**src/rtl/ps2_host_ctrl.sv**
```systemverilog
// rtl/ps2_host_ctrl.sv - PS/2 host-to-device command sequencer with resend retry and timeout
module ps2_host_ctrl #(
  parameter int INHIBIT_CYCLES = 5000,
  parameter int TIMEOUT_CYCLES = 750000,
  parameter int MAX_RETRY      = 3
) (
  input  logic       clk,
  input  logic       rst_n,
  input  logic       ps2clk,
  input  logic       ps2data,
  output logic       ps2clk_oe,
  output logic       ps2data_oe,
  input  logic       cmd_valid,
  output logic       cmd_ready,
  input  logic [7:0] cmd_byte,
  input  logic       cmd_has_arg,
  input  logic [7:0] cmd_arg,
  input  logic       rx_valid,
  input  logic [7:0] rx_byte,
  output logic       rx_inhibit,
  output logic       busy,
  output logic       done,
  output logic       err,
  output logic [1:0] err_code
);

  localparam int CNT_MAX = (INHIBIT_CYCLES > TIMEOUT_CYCLES) ? INHIBIT_CYCLES : TIMEOUT_CYCLES;
  localparam int CW = $clog2(CNT_MAX + 1);
  localparam int RW = $clog2(MAX_RETRY + 2);

  localparam logic [2:0] S_IDLE    = 3'd0;
  localparam logic [2:0] S_INHIBIT = 3'd1;
  localparam logic [2:0] S_RTS     = 3'd2;
  localparam logic [2:0] S_SEND    = 3'd3;
  localparam logic [2:0] S_LACK    = 3'd4;
  localparam logic [2:0] S_WAIT    = 3'd5;
  localparam logic [2:0] S_DONE    = 3'd6;
  localparam logic [2:0] S_ERROR   = 3'd7;

  logic [2:0]    state;
  logic [CW-1:0] cnt;
  logic [3:0]    bit_idx;
  logic [9:0]    frame;
  logic          data_drv;
  logic [7:0]    cur_byte;
  logic [7:0]    arg_byte;
  logic          has_arg;
  logic          second;
  logic [RW-1:0] retry;
  logic [1:0]    code;
  logic [1:0]    clk_s;
  logic [1:0]    data_s;
  logic          clk_d;
  logic          fe;

  always_ff @(posedge clk or negedge rst_n) begin
    if (!rst_n) begin
      clk_s  <= 2'b11;
      data_s <= 2'b11;
      clk_d  <= 1'b1;
    end else begin
      clk_s  <= {clk_s[0], ps2clk};
      data_s <= {data_s[0], ps2data};
      clk_d  <= clk_s[1];
    end
  end

  assign fe = clk_d & ~clk_s[1];

  always_ff @(posedge clk or negedge rst_n) begin
    if (!rst_n) begin
      state    <= S_IDLE;
      cnt      <= '0;
      bit_idx  <= '0;
      frame    <= '0;
      data_drv <= 1'b0;
      cur_byte <= '0;
      arg_byte <= '0;
      has_arg  <= 1'b0;
      second   <= 1'b0;
      retry    <= '0;
      code     <= 2'b00;
    end else begin
      case (state)
        S_IDLE: begin
          if (cmd_valid) begin
            cur_byte <= cmd_byte;
            arg_byte <= cmd_arg;
            has_arg  <= cmd_has_arg;
            second   <= 1'b0;
            retry    <= '0;
            code     <= 2'b00;
            cnt      <= '0;
            state    <= S_INHIBIT;
          end
        end
        S_INHIBIT: begin
          if (cnt == CW'(INHIBIT_CYCLES - 1)) begin
            cnt      <= '0;
            frame    <= {1'b1, ~^cur_byte, cur_byte};
            bit_idx  <= '0;
            data_drv <= 1'b1;
            state    <= S_RTS;
          end else begin
            cnt <= cnt + CW'(1);
          end
        end
        S_RTS: begin
          cnt   <= '0;
          state <= S_SEND;
        end
        S_SEND, S_LACK, S_WAIT: begin
          // One timeout window covers the frame, the line ACK and the response byte
          if (cnt == CW'(TIMEOUT_CYCLES - 1)) begin
            code  <= 2'b01;
            state <= S_ERROR;
          end else begin
            cnt <= cnt + CW'(1);
            if (state == S_SEND) begin
              if (fe) begin
                data_drv <= ~frame[0];
                frame    <= frame >> 1;
                bit_idx  <= bit_idx + 4'd1;
                if (bit_idx == 4'd9) state <= S_LACK;
              end
            end else if (state == S_LACK) begin
              if (fe) begin
                if (!data_s[1]) begin
                  state <= S_WAIT;
                end else begin
                  code  <= 2'b11;
                  state <= S_ERROR;
                end
              end
            end else if (rx_valid) begin
              if (rx_byte == 8'hFA) begin
                if (!second && has_arg) begin
                  cur_byte <= arg_byte;
                  second   <= 1'b1;
                  retry    <= '0;
                  cnt      <= '0;
                  state    <= S_INHIBIT;
                end else begin
                  state <= S_DONE;
                end
              end else if (rx_byte == 8'hFE) begin
                if (retry < RW'(MAX_RETRY)) begin
                  retry <= retry + RW'(1);
                  cnt   <= '0;
                  state <= S_INHIBIT;
                end else begin
                  code  <= 2'b10;
                  state <= S_ERROR;
                end
              end
            end
          end
        end
        default: state <= S_IDLE;
      endcase
    end
  end

  // Pad enables decode straight from state so reset releases the lines immediately
  assign ps2clk_oe  = (state == S_INHIBIT) || (state == S_RTS);
  assign ps2data_oe = (state == S_RTS) || ((state == S_SEND) && data_drv);
  assign rx_inhibit = (state == S_INHIBIT) || (state == S_RTS) || (state == S_SEND) || (state == S_LACK);
  assign cmd_ready  = (state == S_IDLE);
  assign busy       = (state != S_IDLE);
  assign done       = (state == S_DONE);
  assign err        = (state == S_ERROR);
  assign err_code   = code;

endmodule

```
**config.mk**
```make
export PLATFORM = sky130hd
export DESIGN_NAME = ps2_host_ctrl
export DESIGN_NICKNAME = d
export VERILOG_FILES = /design/src/rtl/ps2_host_ctrl.sv
export SDC_FILE = /design/constraint.sdc
export NUM_CORES = 1
export LEC_CHECK = 0
export CORE_MARGIN = 3
export CORE_UTILIZATION = 55
export CTS_CLUSTER_DIAMETER = 200
export DETAILED_ROUTE_END_ITERATION = 7
export HOLD_SLACK_MARGIN = 0.08
export PLACE_DENSITY = 0.83
export SLEW_MARGIN = 20
export SYNTH_ARGS = -nofsm -noshare
export SYNTH_HDL_FRONTEND = slang
export SYNTH_SLANG_ARGS = --single-unit
```
**constraint.sdc**
```tcl
create_clock -name clk -period 3.3 [get_ports clk]
set_input_delay 0.495 -clock clk [delete_from_list [all_inputs] [get_ports clk]]
set_output_delay 0.495 -clock clk [all_outputs]
set_load 0.005 [all_outputs]
```
==> key figures <==
GRT
  – Gr ovfl total: 0
  – Largest net degree at the start of global routing: 50
  – First-pass GRT wire length: around 13 mm
  – Initial antenna violation count: 0
  – Global-route usage over all layers: 0.2265
  – Vias in the first global route: between 2,000 and 3,000

Die
  – I/O pins: 40
  – Row cnt: 28
  – Core area: 6096 sq um
  – Die height: 86.58 microns
  – Die X: 86.58 microns
  – Starting Density: 0.5858
  – Die ar.: approximately 7500 sq um

Critical path
  – CP Cell Sequence: ha_1 -> nand3_1 -> nor3_1 -> a2111oi_0 -> o21ai_1 -> o21ai_0
  – CP startpoint: cnt[0]$_DFFE_PN0P_
  – CP arrival: ~2.9 ns
  – Critical Path RT: roughly 3.5 ns
  – Reg2reg setup slack: between 0.5 and 0.6 ns
  – FF-to-FF End: cur_byte[0]$_DFFE_PN0P_
  – Kind of critical path: flip-flop to flip-flop
  – Worst reg2reg startpoint: cnt[0]$_DFFE_PN0P_
  – Critical path's largest stage delay: approximately 0.8 ns
  – Critical Path End Type: flip-flop
  – Buf/Inv on CP: 0
  – Slowest cell on crit path: o21ai_1
  – Critical Path Fanout Max: 17
  – CP delay by family, top: compound AO/OA/AOI/OAI gates
  – Crit path launch type: flip-flop
  – Worst R2R Path Depth: 6

Placement
  – Dpl hpwl: about 5.7 mm
  – Port bufs: 39
  – Post-Place Cells: about 480
  – Gpl congestion: between 0.8 and 0.9

STA
  – Endpoints failing setup: 0
  – RSZ-0062 raised after global routing: false
  – Max Fclk: 0.3617 GHz
  – Post-route minimum period: between 2 and 3 ns
  – Worst Skew: 0.009962 ns
  – Hold Fails Final Rpt: 0
  – Final Cycle Share: 0.8378
  – Slew margin rel.: 0.3435
  – Setup TNS: 0 ns
  – Final max-slew violation count: 0
  – Slew @ Worst Pin: 0.9782 ns

Synthesis
  – Seq cells post-synth: between 60 and 70
  – Post-synth EDFFs: 0
  – Cells after Synth: 369
  – Synth top area share: 0.4275
  – Post-synthesis cell type with the largest combined area: dfrtp_1
  – YS warnings: 0
  – Synth top area cells: dfrtp_1, o21ai_0, mux2i_1
  – Syn avg cell area: ~9.7 sq um
  – Sequential fraction of the synthesis area: 0.4643
  – Ys flop type: dfrtp_1
  – Synth cell types: 55
  – Asr flop ratio synth: 1.000
  – Post-synthesis net count: approximately 400
  – Synthesized area: 3571 sq um

Cells and area
  – Layout cell share with drive strength beyond 1: 0.1226
  – Nets: 446
  – Fin cells: ~490
  – Commonest non-fill, non-tap cell in the layout: dfrtp_1
  – Final antenna diode count: 0
  – Most frequent cells in the layout: dfrtp_1, o21ai_0, nand2_1
  – Synth-to-Final Area Change: 18.47%

Flow run
  – Total of max-cap violations: 0

Clocking
  – Max Root-Sink Buffers: 2
  – PostCTS Resize Cnt: 0
  – CTS Buf Count: 9
  – CTS H-tree depth: 3
  – Clock slew at reported path FFs: around 0.080 ns
  – Root Driver: clkbuf_8
  – Clk Latency, worst-skew pair: ~0.35 ns
  – Sink Count: between 60 and 70
  – Post-CTS Setup Inserts: 0
  – CTS tree: built
  – Hold buffer count at CTS: 0

Detailed routing
  – DRT iter0 DRCs: just under 200
  – Detail Route Antenna Nets: 0
  – Routed WL: about 7.8 mm
  – DR pass1 iterations: 5
  – WL/cell: between 15 and 20 microns
  – DRC viols: 0
  – Via count: just under 3,000
  – Via density: roughly 6

Worst hold path
  – Hold Crit Class: primary input to asynchronous set/reset pin

Power
  – VDD IR max: ~510 uV
  – Tot Pwr: between 3000 and 4000 uW
  – Leak: 0.001772 uW
  – Power per Cell Area: ~860 nW/um^2

Status
  – Status: finished clean
==> how the worst max path moves through the flow <==
stage | cells past startpoint | slack [ns] | to
final | 6 | 0.54 | cur_byte[0]$_DFFE_PN0P_
after global routing | 6 | 0.29 | cur_byte[5]$_DFFE_PN0P_
after CTS | 6 | 0.52 | cur_byte[5]$_DFFE_PN0P_
after detailed placement | 7 | 0.43 | cur_byte[7]$_DFFE_PN0P_
after global placement | 7 | 0.53 | cnt[4]$_DFFE_PN0P_
after floorplan | 6 | 0.97 | cnt[4]$_DFFE_PN0P_
==> cells in the mapped netlist, drive strengths merged (2+ instances only) <==
cell	number
a21oi	18
o41ai	2
o22ai	2
a2bb2oi	2
xnor2	9
a211oi	3
or4	5
nand4	4
nor2b	4
nand2	41
o31ai	3
mux2	12
a21o	6
and3	4
nor3	9
nand3b	2
o21ai	44
nand3	15
xor2	4
a221o	2
or3	3
inv	11
or3b	2
clkbuf	6
ha	4
dfrtp	61
mux2i	18
dfstp	5
nor2	30
a22o	8
nor4	6
and2	2
buf	8
nand4b	2
==> stage by stage <==
stage / setup WS, ns / hold slack, ns / instance area, sq um / utilization
floorplan: 0.9726 / 0.1994 / 3571 / -
global placement: 0.5294 / 0.3462 / 4003 / 0.6566
detailed placement: 0.4324 / 0.3479 / 4003 / 0.6566
CTS: 0.5157 / 0.3589 / 4228 / 0.6936
global route: 0.2898 / 0.1989 / 4230 / 0.6940
finish: 0.5354 / 0.1510 / 4230 / 0.6940
==> cells by family (layout without fill, tap and decap cells) <==
family | Yosys count | in the layout | share of synthesized area
AND/OR/NAND/NOR | 133 | 133 | 0.1878
buffers and inverters | 25 | 72 | 0.03749
XOR/XNOR | 13 | 13 | 0.03189
AO/OA/AOI/OAI | 98 | 98 | 0.1763
adder cells (fa/ha/maj) | 4 | 4 | 0.01402
multiplexers | 30 | 30 | 0.08830
flip-flops | 66 | 66 | 0.4643
==> flip-flops by register name, indices dropped and copies added, names as in the netlist <==
name / cells
bit_idx: 4
clk_d: 1
cur_byte: 8
data_s: 2
arg_byte: 8
data_drv: 1
second: 1
cnt: 20
clk_s: 2
state: 3
has_arg: 1
frame: 10
retry: 3
err_code: 2
==> power by group <==
part	total, uW	switching (uW)	internal (uW)	leakage (uW)
clock network	766	335	432	0.000106
logic	1610	863	743	0.000814
registers	1270	223	1050	0.000851
==> layout make-up <==
cell class | count | area [sq um]
Clock buffer | 9 | 123.9
Fill cell | 469 | 1866
Multi-Input combinational cell | 278 | 1779
Timing Repair Buffer | 45 | 432.9
Clock inverter | 7 | 101.3
Tap cell | 75 | 93.84
Inverter | 11 | 41.29
Sequential cell | 66 | 1658
==> layer usage <==
| metal | vias up | GRT usage | wire length [microns] |
|---|---|---|---|
| met4 | 0 | 0.1006 | 138 |
| li1 | 1425 | - | - |
| met2 | 102 | 0.3665 | 3851 |
| met1 | 1402 | 0.2988 | 3424 |
| met3 | 13 | 0.03992 | 370 |
| met5 | - | 0 | 0 |
Power figures use the tool's default switching activity.
